### src/rtl/uart_tx.sv
// UART transmitter: start/8 data (LSB first)/optional even-sum parity/stop,
// OVS clock cycles per bit, one-entry holding buffer, sticky TI flag and
// one-cycle overflow pulse on dropped writes.
module uart_tx #(
    parameter int unsigned OVS       = 16,
    parameter bit          PARITY_EN = 1'b1
) (
    input  logic       clk_uart,
    input  logic       rst,
    input  logic [7:0] tx_data,
    input  logic       tx_start,
    input  logic       tx_int_clr,
    output logic       txd,
    output logic       tx_busy,
    output logic       tx_ready,
    output logic       tx_int,
    output logic       tx_ovf
);

    localparam int unsigned CW = $clog2(OVS);

    typedef enum logic [2:0] {
        S_IDLE,
        S_START,
        S_DATA,
        S_PARITY,
        S_STOP
    } state_t;

    state_t        r_state, w_state_n;
    logic [CW-1:0] r_cnt, w_cnt_n;
    logic [2:0]    r_bit, w_bit_n;
    logic [7:0]    r_shift, w_shift_n;
    logic          r_par, w_par_n;
    logic [7:0]    r_buf, w_buf_n;
    logic          r_buf_full, w_buf_full_n;
    logic          r_txd, w_txd_n;
    logic          r_int, w_int_n;
    logic          r_ovf, w_ovf_n;

    logic w_tick;
    logic w_stop_end;
    logic w_load_buf;
    logic w_load_new;

    assign w_tick     = (r_cnt == CW'(OVS - 1));
    assign w_stop_end = (r_state == S_STOP) && w_tick;
    // Buffered byte has priority for the shifter; a fresh write goes straight
    // into the shifter only when nothing is waiting in the buffer.
    assign w_load_buf = w_stop_end && r_buf_full;
    assign w_load_new = tx_start && ((r_state == S_IDLE) || (w_stop_end && !r_buf_full));

    // State register and all datapath registers, async reset to idle line.
    always_ff @(posedge clk_uart or posedge rst) begin
        if (rst) begin
            r_state    <= S_IDLE;
            r_cnt      <= '0;
            r_bit      <= '0;
            r_shift    <= '0;
            r_par      <= 1'b0;
            r_buf      <= '0;
            r_buf_full <= 1'b0;
            r_txd      <= 1'b1;
            r_int      <= 1'b0;
            r_ovf      <= 1'b0;
        end else begin
            r_state    <= w_state_n;
            r_cnt      <= w_cnt_n;
            r_bit      <= w_bit_n;
            r_shift    <= w_shift_n;
            r_par      <= w_par_n;
            r_buf      <= w_buf_n;
            r_buf_full <= w_buf_full_n;
            r_txd      <= w_txd_n;
            r_int      <= w_int_n;
            r_ovf      <= w_ovf_n;
        end
    end

    // Next-state, bit sequencing, buffer handling and flag logic.
    always_comb begin
        w_state_n    = r_state;
        w_cnt_n      = (r_state == S_IDLE || w_tick) ? '0 : r_cnt + 1'b1;
        w_bit_n      = r_bit;
        w_shift_n    = r_shift;
        w_par_n      = r_par;
        w_buf_n      = r_buf;
        w_buf_full_n = r_buf_full;
        w_txd_n      = r_txd;
        w_int_n      = r_int;
        w_ovf_n      = 1'b0;

        case (r_state)
            S_START: begin
                if (w_tick) begin
                    w_state_n = S_DATA;
                    w_bit_n   = '0;
                    w_txd_n   = r_shift[0];
                end
            end
            S_DATA: begin
                if (w_tick) begin
                    if (r_bit == 3'd7) begin
                        if (PARITY_EN) begin
                            w_state_n = S_PARITY;
                            w_txd_n   = r_par;
                        end else begin
                            w_state_n = S_STOP;
                            w_txd_n   = 1'b1;
                        end
                    end else begin
                        w_bit_n   = r_bit + 3'd1;
                        w_shift_n = r_shift >> 1;
                        w_txd_n   = r_shift[1];
                    end
                end
            end
            S_PARITY: begin
                if (w_tick) begin
                    w_state_n = S_STOP;
                    w_txd_n   = 1'b1;
                end
            end
            S_STOP: begin
                if (w_tick) begin
                    w_state_n = S_IDLE;
                    w_txd_n   = 1'b1;
                end
            end
            default: ;
        endcase

        // Loads override the STOP->IDLE exit so back-to-back frames have no gap.
        if (w_load_buf) begin
            w_state_n    = S_START;
            w_shift_n    = r_buf;
            w_par_n      = ^r_buf;
            w_txd_n      = 1'b0;
            w_buf_full_n = 1'b0;
        end else if (w_load_new) begin
            w_state_n = S_START;
            w_shift_n = tx_data;
            w_par_n   = ^tx_data;
            w_txd_n   = 1'b0;
        end

        if (tx_start && !w_load_new) begin
            if (!r_buf_full || w_load_buf) begin
                w_buf_n      = tx_data;
                w_buf_full_n = 1'b1;
            end else begin
                w_ovf_n = 1'b1;
            end
        end

        if (w_stop_end) begin
            w_int_n = 1'b1;
        end else if (tx_int_clr) begin
            w_int_n = 1'b0;
        end
    end

    assign txd      = r_txd;
    assign tx_busy  = (r_state != S_IDLE) || r_buf_full;
    assign tx_ready = !r_buf_full;
    assign tx_int   = r_int;
    assign tx_ovf   = r_ovf;

endmodule

### config.mk
export PLATFORM = sky130hd
export DESIGN_NAME = uart_tx
export DESIGN_NICKNAME = d
export VERILOG_FILES = /design/src/rtl/uart_tx.sv
export SDC_FILE = /design/constraint.sdc
export NUM_CORES = 1
export LEC_CHECK = 0
export ABC_AREA = 0
export BUFFER_PORTS_ARGS = -buffer_cell sky130_fd_sc_hd__buf_2
export CAP_MARGIN = 20
export CORE_UTILIZATION = 45
export CTS_BUF_LIST = sky130_fd_sc_hd__clkbuf_8 sky130_fd_sc_hd__clkbuf_16
export DETAILED_ROUTE_END_ITERATION = 10
export GPL_TIMING_DRIVEN = 0
export PLACE_DENSITY = 0.65
export SLEW_MARGIN = 20
export SYNTH_ARGS = -nofsm -noshare
export SYNTH_HDL_FRONTEND = slang
export SYNTH_SLANG_ARGS = --single-unit
### constraint.sdc
create_clock -name clk_uart -period 2.97 [get_ports clk_uart]
set_input_delay 0.594 -clock clk_uart [delete_from_list [all_inputs] [get_ports clk_uart]]
set_output_delay 0.594 -clock clk_uart [all_outputs]
set_load 0.005 [all_outputs]
== Yosys cells after proc, flatten, opt, wreduce, memory -nomap -nowiden ==
Index checks and enable logic that the tools add are counted.

* Logic and storage cells: 89
* Flip-flop bits (word level): 31
* Output and inout bits: 5

* Add/subtract/negate cells: 2
* Equal/unequal tests: 16
* Muxes and demuxes: 33
* Reduce and logical (&&, ||, !) cells: 28

{| class="wikitable"
|+ Operators with widths
! cell !! number
|-
| two-way mux 8 bit || 5
|-
| two-way mux 3 bit || 9
|-
| != test 4 bit, second input constant || 5
|-
| parity 8 bit || 2
|-
| two-way mux 1 bit || 15
|-
| case mux 3 bit (4 select lines) || 1
|-
| nonzero test 3 bit || 3
|-
| AND reduction 4 bit || 2
|-
| == test 3 x 2 -> 1 bit, second input constant || 2
|-
| == test 3 bit, second input constant || 2
|-
| != test 2 bit, second input constant || 3
|-
| case mux 3 bit (2 select lines) || 1
|-
| AND reduction 6 bit || 1
|-
| nonzero test 2 bit || 3
|-
| nonzero test 6 bit || 1
|-
| logical AND 1 bit || 5
|-
| nonzero test 5 bit || 1
|-
| adder 4 x 1 -> 4 bit, second input constant || 1
|-
| == test 4 bit, second input constant || 1
|-
| logical OR 1 bit || 4
|-
| two-way mux 4 bit || 1
|-
| != test 4 x 1 -> 1 bit, second input constant || 1
|-
| adder 3 x 1 -> 3 bit, second input constant || 1
|-
| == test 3 x 1 -> 1 bit, second input constant || 1
|-
| 7 further kinds || 8
|}

== Longest topological paths before layout ==
Gate-level depths: netlist of the first run.

* Word-level depth: 8
* Mapped depth: 8

== Worst setup path before layout of the first run ==
No wires, ideal clock.

* Path kind: register to register
* Start point: reg r_bit[0]
* End point: reg r_shift[7]
* Path buffers: 1
* Cell stages (with the launch flop): 9
* Required time: 2.843 ns
* Arrival time: 1.647 ns
* Library setup time: 0.127 ns
* Setup slack: 1.196 ns
* Cell sequence: dfrtp_1 -> ha_1 -> ha_1 -> nand2b_1 -> nor3_1 -> o21bai_2 -> buf_6 -> a222oi_1 -> inv_1

* Word-level cells in the longest chain between the ends: 3

{| class="wikitable"
|+ Ends and longest elaborated chain
! item !! RTL line !! source
|-
| start, declared || 32 || <nowiki>logic [2:0] r_bit, w_bit_n;</nowiki>
|-
| start signal, assigned || 69 || <nowiki>r_bit <= w_bit_n;</nowiki>
|-
| == test 3 bit || 103 || <nowiki>if (r_bit == 3'd7) begin</nowiki>
|-
| != test 3 bit (no line) || -- ||
|-
| AND reduction 3 bit (no line) || -- ||
|-
| end signal, assigned || 70 || <nowiki>r_shift <= w_shift_n;</nowiki>
|-
| end, declared || 33 || <nowiki>logic [7:0] r_shift, w_shift_n;</nowiki>
|}

Every way passes these cells.
A chain may end at the register's enable or synchronous reset.

== Final worst setup path of the first run ==
* Start point: reg r_state[1]
* End point: out tx_busy

* Word-level cells in the longest chain between the ends: 2

{| class="wikitable"
|+ Ends and longest elaborated chain
! item !! RTL line !! source
|-
| start, declared || 30 || <nowiki>state_t r_state, w_state_n;</nowiki>
|-
| start signal, assigned || 67 || <nowiki>r_state <= w_state_n;</nowiki>
|-
| nonzero test 3 bit || 164 || <nowiki>assign tx_busy = (r_state != S_IDLE) || r_buf_full;</nowiki>
|-
| logical OR 1 bit || 164 ||
|-
| end, declared || 14 || <nowiki>output logic tx_busy,</nowiki>
|}

Every way passes these cells.

==> results of run 1 <==
-- power by group through the flow --
stage | Sequential [mW] | Clock, mW | Combinational [mW]
finish | 0.714 | 0.362 | 0.594
global route | 0.734 | 0.392 | 0.664
CTS | 0.713 | 0.373 | 0.598
detailed placement | 0.720 | 0 | 0.590
global placement | 0.713 | 0 | 0.574
floorplan | 0.690 | 0 | 0.497
-- sequential cells by signal, summed over array words and instances, names as in the netlist --
register    count
tx_ovf          1
tx_int          1
r_shift         8
r_buf_full      1
txd             1
r_bit           3
r_par           1
r_cnt           4
r_buf           8
r_state         3
-- worst max-delay path by stage --
stage,slack (ns),cells past startpoint,endpoint
floorplan,1.20,8,r_shift[7]
global placement,1.07,8,r_shift[7]
detailed placement,1.04,8,r_shift[7]
CTS,0.98,4,tx_busy
global route,0.88,7,r_shift[7]
finish,0.98,4,tx_busy
-- worst max-delay path, cell delays in order (launching register included) --
cell	delay, ns
dfrtp_1	0.38
buf_2	0.18
nor2_2	0.30
nand3_1	0.11
buf_2	0.14
-- layout make-up --
| class | count | area, µm² | area share [%] |
|---|---|---|---|
| Clock inverter | 1 | 3.75 | 0.189 |
| Multi-Input combinational cell | 121 | 888 | 44.7 |
| Timing Repair Buffer | 16 | 80.1 | 4.03 |
| Tap cell | 48 | 60.1 | 3.02 |
| Clock buffer | 7 | 96.3 | 4.85 |
| Sequential cell | 31 | 777 | 39.1 |
| Inverter | 7 | 26.3 | 1.32 |
| Buffer | 7 | 56.3 | 2.83 |
-- Yosys cell counts (all sizes together), types with 2 or more instances --
library cell / instances / share of area (%)
dfrtp: 30 / 43
nand2: 16 / 3.6
xnor2: 14 / 7.0
nor2: 13 / 2.9
a211oi: 11 / 5.6
mux2i: 10 / 5.7
mux2: 8 / 5.2
a21o: 7 / 3.0
buf: 7 / 3.2
inv: 7 / 1.5
nand3: 6 / 2.0
a21oi: 5 / 1.4
o21ai: 5 / 1.4
ha: 3 / 2.1
xor2: 3 / 1.5
and3: 2 / 0.72
nand2b: 2 / 0.72
nor3: 2 / 0.57
-- cell families (layout without fill, tap and decap cells) --
family          after synthesis  in the layout  synth area share, %
xor+xnor                     17             17                 8.52
compound gates               36             36                 15.3
buf+inv                      14             38                 4.72
simple gates                 47             47                 14.0
mux                          18             18                 10.9
fa+ha+maj                     3              3                 2.15
flops                        31             31                 44.5
-- routing by layer --
layer  part of all wire (%)  vias up  global-route usage (%)
met5                      0        -                       0
met4                    1.6        0                    8.61
met3                    4.9        6                    6.25
met2                     48       34                    31.4
met1                     45      636                    22.1
li1                       -      627                       -
==> metrics, run 1 <==
design area=1990 µm²; number of global-route vias before repair=1348; worst-skew pair later-pin latency=0.28 ns; commonest non-fill, non-tap cells in the layout=30 x dfrtp_1, 19 x buf_2, 15 x nand2_1, 14 x xnor2_1, 12 x nor2_1; FMAX=503 MHz; first-pass GRT wire length=6000 µm; Clk network pwr share=21.7%; Avg Inst Size Synth=10.5 µm²; post-layout utilization of the core=53.9%; Seq/Total Area, Yosys=44.5%; TritonCTS Buffers=5; clk slew on worst S/H paths=0.07 ns; PD cells=840 nW/µm²; Setup CP Type=flip-flop to output pin; required time of the critical path=2.38 ns; final worst-path cycle share=66.9%; Max Transition Viols Final=0; number of max-cap violations=0; Area after DPL=1890 µm²; TritonRoute pass-1 iters=4; CP endpoint kind=output pin; share of layout cells above drive strength 1=25.8%; die width=64.3 µm; most common cell after layout, fill and taps aside=dfrtp_1; Post-Layout Cell Count=238; clock skew=0.00883 ns; Worst setup startpoint=r_state[1]; r2r setup slk=0.99 ns; Synthesis Warnings=0; DRT Wirelength=3430 µm; Area growth syn-to-layout=13.7%; total chip power=1.67 mW; DP Cell Count=230; highest net fanout along the worst path=10; Startpoint Class=flip-flop; r2r endpoint=r_shift[7]; final estimated routing congestion in global placement=0.791; number of setup buffers added after CTS=0; hold slack=0.393 ns; VDD IR max=0.443 mV; CTS tree=yes; Total GRT Usage=19.0%; initial antenna violation count=0; synthesized flop and latch total=31; Crit path arrival time=1.39 ns; clock buffer depth=2; post-synthesis async set-or-reset flop share=100%; Hold Buf Count CTS=0; ANT cells=0; vias per std cell=5.47; Critical R2R Launch=r_cnt[0]; Setup TNS=0 ns; num ports=17; HPWL after DPL=2400 µm; Initial Utilization=47.4%; Final Hold Viols=0; clock sink count=31; Placeable Area=3690 µm²; Chip Height=64.3 µm; post-synthesis cell area=1750 µm²; Comb power frac=35.6%; Distinct cells, synth=40; reg2reg path depth=7; switching share of power=33.3%; DRT iter0 DRCs=76; die area=4140 µm²; PostCTS Resize Cnt=0; pre-CTS setup slack=1.04 ns; worst slew pin tran=0.639 ns; setup violation total in the final timing report=0; row cnt=22; ys flop type=dfrtp_1; status=finished, final reports clean; Sequential Power Share=42.8%; fin crit period=1.99 ns; Slew headroom=57.3%; syn nets=181; Pleak=0.908 nW; IO Port Bufs=16; switching power total=0.557 mW; Clock Tree Root=clkbuf_8; htree depth=2; largest net degree at the start of global routing=32; Post-synth EDFFs=0; Residual DRC=0; wire length per cell=14.4 µm; via count=1303; filler cell count=342; cell count after synthesis=166; worst setup margin=0.984 ns; grt ovf=0; RSZ-0062 raised after global routing=false; Int Pwr=1.11 mW; fin nets=204; worst hold path type=input port to async pin; Final ANT Viol Nets=0
Note: power is estimated with default switching activity, not from simulation.
==> run 2, diff against run 1 <==
PLACE_DENSITY = 0.68   (was 0.65)
clock period = 1.6 ns   (was 2.97 ns; I/O delays follow)
==> metrics, run 2 (synthesized netlist as in run 1, its figures left out) <==
Clk network pwr share=17.7%; Comb power frac=43.0%; Final ANT Viol Nets=0; number of global-route vias before repair=1422; first-pass GRT wire length=6730 µm; VDD IR max=0.893 mV; RSZ-0062 raised after global routing=true; HPWL after DPL=2640 µm; number of max-cap violations=0; Max Transition Viols Final=0; pre-CTS setup slack=-0.269 ns; Area growth syn-to-layout=35.3%; Worst setup startpoint=r_state[0]; Chip Height=64.3 µm; row cnt=22; share of layout cells above drive strength 1=43.1%; worst slew pin tran=0.651 ns; design area=2360 µm²; total chip power=3.55 mW; required time of the critical path=1.78 ns; clock sink count=31; DP Cell Count=230; largest net degree at the start of global routing=32; grt peak-use layer=met2; most common cell after layout, fill and taps aside=dfrtp_1; violated checks=negative setup slack; worst hold path type=input port to async pin; clock buffer depth=2; Startpoint Class=flip-flop; Clock Tree Root=clkbuf_8; fin nets=231; Placeable Area=3690 µm²; Setup TNS=-2.65 ns; final estimated routing congestion in global placement=0.765; via count=1444; FMAX=545 MHz; TritonCTS Buffers=5; PD cells=1500 nW/µm²; CTS tree=yes; highest net fanout along the worst path=8; Slew headroom=56.5%; initial antenna violation count=0; Sequential Power Share=39.3%; commonest non-fill, non-tap cells in the layout=29 x dfrtp_1, 27 x buf_4, 16 x buf_2, 15 x nand2_1, 14 x xnor2_1; switching share of power=35.3%; Area after DPL=1970 µm²; Int Pwr=2.30 mW; wire length per cell=16.1 µm; post-layout utilization of the core=64.1%; Critical R2R Launch=r_state[0]; Total GRT Usage=22.0%; IO Port Bufs=16; Pleak=1.08 nW; Top Registers=r_buf (8), r_shift (8), r_cnt (4); Final Hold Viols=0; status=complete, but fails checks; num ports=17; met1 usage=26.6%; grt ovf=0; hold slack=0.111 ns; Hold Buf Count CTS=0; CP endpoint kind=flip-flop; DRT iter0 DRCs=104; Crit path arrival time=2.01 ns; final worst-path cycle share=115%; clock skew=0.0143 ns; ANT cells=0; Post-Layout Cell Count=264; DRT Wirelength=4260 µm; TritonRoute pass-1 iters=4; fin crit period=1.84 ns; Residual DRC=0; die width=64.3 µm; vias per std cell=5.47; worst-skew pair later-pin latency=0.29 ns; Setup CP Type=flip-flop to flip-flop; clk slew on worst S/H paths=0.08 ns; setup violation total in the final timing report=17; Initial Utilization=47.4%; die area=4140 µm²; htree depth=2; worst setup margin=-0.236 ns; M2 GR Usage=37.0%; met3 GRT Util=4.11%; switching power total=1.25 mW
-- run 2: repair_timing --
item / in CTS / in global routing
resized for setup: 11 / 12
gates cloned: 0 / 2
buffers inserted: 12 / 14
pin swaps: 6 / 12
endpoints found under the setup margin: 19 / 19
-- run 2: critical path: stages, from the launching register on --
cell and delay, ns:
dfrtp_1 0.37, buf_6 0.14, or2_4 0.26, a211oi_2 0.25
buf_6 0.20, mux2i_2 0.24, a211oi_2 0.09, a21o_1 0.15
-- run 2: cell type report --
type | count | area, µm²
buffer | 6 | 63.8
clock buffer | 6 | 82.6
clock inverter | 1 | 5.00
fill | 296 | 1320
inverter | 7 | 30.0
multi-input combinational | 122 | 1060
sequential | 31 | 778
tap | 48 | 60.1
timing repair buffer | 43 | 287
-- run 2: worst paths after layout --
| path | end | slack (ns) | cells past startpoint |
|---|---|---|---|
| max in group asynchronous | r_state[2] | 1.04 | 2 |
| hold reg to reg | r_shift[6] | 0.48 | 1 |
| setup / recovery | r_shift[0] | -0.24 | 7 |
| min in group clk_uart | tx_int | 0.20 | 2 |
| setup reg to reg | r_shift[0] | -0.24 | 7 |
| hold / removal | r_state[0] | 0.11 | 2 |
-- run 2: per-layer routing --
layer  part of all wire, %  wire length [µm]
met3                   5.3               224
met5                     0                 0
met2                    50              2130
met1                    42              1790
met4                   2.6               112
-- run 2: power groups by stage --
stage,Clock (mW),Sequential [mW],Combinational (mW)
finish,0.629,1.40,1.53
global route,0.673,1.44,1.66
CTS,0.635,1.37,1.35
detailed placement,0,1.37,1.24
global placement,0,1.35,1.19
floorplan,0,1.30,1.04
==> run 3, diff against run 2 <==
PLACE_DENSITY = 0.65   (was 0.68)
clock period = 2 ns   (was 1.6 ns; I/O delays follow)
==> metrics, run 3 (synthesized netlist as in run 1, its figures left out) <==
Final Hold Viols=0; HPWL after DPL=2400 µm; number of setup buffers added after CTS=0; htree depth=2; FMAX=522 MHz; vias per std cell=5.47; Residual DRC=0; share of layout cells above drive strength 1=28.4%; clock sink count=31; worst hold path type=input port to async pin; most common cell after layout, fill and taps aside=dfrtp_1; via count=1302; Setup CP Type=flip-flop to flip-flop; grt ovf=0; IO Port Bufs=16; Final ANT Viol Nets=0; Area growth syn-to-layout=16.2%; num ports=17; number of max-cap violations=0; largest net degree at the start of global routing=32; clk slew on worst S/H paths=0.07 ns; TritonCTS Buffers=5; Hold Buf Count CTS=0; Chip Height=64.3 µm; Placeable Area=3690 µm²; Pleak=0.915 nW; Initial Utilization=47.4%; number of global-route vias before repair=1348; PD cells=1250 nW/µm²; Register Area=777 µm²; final estimated routing congestion in global placement=0.791; initial antenna violation count=0; status=finished, final reports clean; Setup TNS=0 ns; worst setup margin=0.0859 ns; clock buffer depth=2; die width=64.3 µm; setup violation total in the final timing report=0; Area after DPL=1890 µm²; TritonRoute pass-1 iters=4; pre-CTS setup slack=0.0665 ns; CTS tree=yes; die area=4140 µm²; clock skew=0.00733 ns; commonest non-fill, non-tap cells in the layout=30 x dfrtp_1, 18 x buf_2, 15 x nand2_1, 14 x xnor2_1, 12 x nor2_1; first-pass GRT wire length=6000 µm; PostCTS Resize Cnt=0; DRT Wirelength=3490 µm; DRT iter0 DRCs=63; Top Registers=r_buf (8), r_shift (8), r_cnt (4); required time of the critical path=2.17 ns; final worst-path cycle share=95.7%; total chip power=2.53 mW; VDD IR max=0.643 mV; Total GRT Usage=19.0%; Slew headroom=57.4%; row cnt=22; filler cell count=339; reg2reg path depth=8; design area=2030 µm²; Crit path arrival time=2.08 ns; post-layout utilization of the core=55.1%; highest net fanout along the worst path=10; r2r setup slk=0.09 ns; ANT cells=0; worst-skew pair later-pin latency=0.28 ns; multi-input logic area=928 µm²; wire length per cell=14.7 µm; CP endpoint kind=flip-flop; Clock Tree Root=clkbuf_8; Max Transition Viols Final=0; fin nets=204; worst slew pin tran=0.638 ns; fin crit period=1.91 ns; Startpoint Class=flip-flop
run 3: per-stage QoR:
step                      hold slack (ns)  std cells
after floorplan                     0.430        166
after global placement              0.443        230
after detailed placement            0.454        230
after CTS                           0.225        238
after global routing                0.266        238
final                               0.197        238
run 3: metal layers:
metal	GRT usage [%]	part of all wire, %	routed length [µm]
met1	22.1	45	1580
met2	31.4	48	1690
met3	6.25	4.6	161
met4	8.61	1.8	63
met5	0	0	0
run 3: final cells by class:
type | count | area share, %
Tap cell | 48 | 2.96
Sequential cell | 31 | 38.3
Clock buffer | 7 | 4.74
Timing Repair Buffer | 16 | 3.94
Multi-Input combinational cell | 121 | 45.7
Buffer | 7 | 2.90
Inverter | 7 | 1.29
Clock inverter | 1 | 0.185
run 3: worst paths after layout:
| check | from | end |
|---|---|---|
| min | rst | r_shift[1] |
| max in group asynchronous | rst | r_buf[7] |
| max reg2reg | r_bit[0] | r_shift[7] |
| min in group clk_uart | tx_int_clr | tx_int |
| max | r_bit[0] | r_shift[7] |
| min reg2reg | r_shift[6] | r_shift[6] |
run 3: critical path, stage by stage, from the launching register on:
cell      delay (ns)
dfrtp_1         0.40
ha_1            0.20
ha_1            0.22
nand2b_1        0.19
nor3_2          0.20
o21bai_4        0.13
buf_6           0.17
a222oi_1        0.23
inv_1           0.07
run 3: power by group:
part,total (mW),leakage [nW],internal (mW),switching (mW)
clock network,0.537,0.0557,0.309,0.228
logic,0.927,0.481,0.500,0.427
registers,1.07,0.379,0.877,0.192
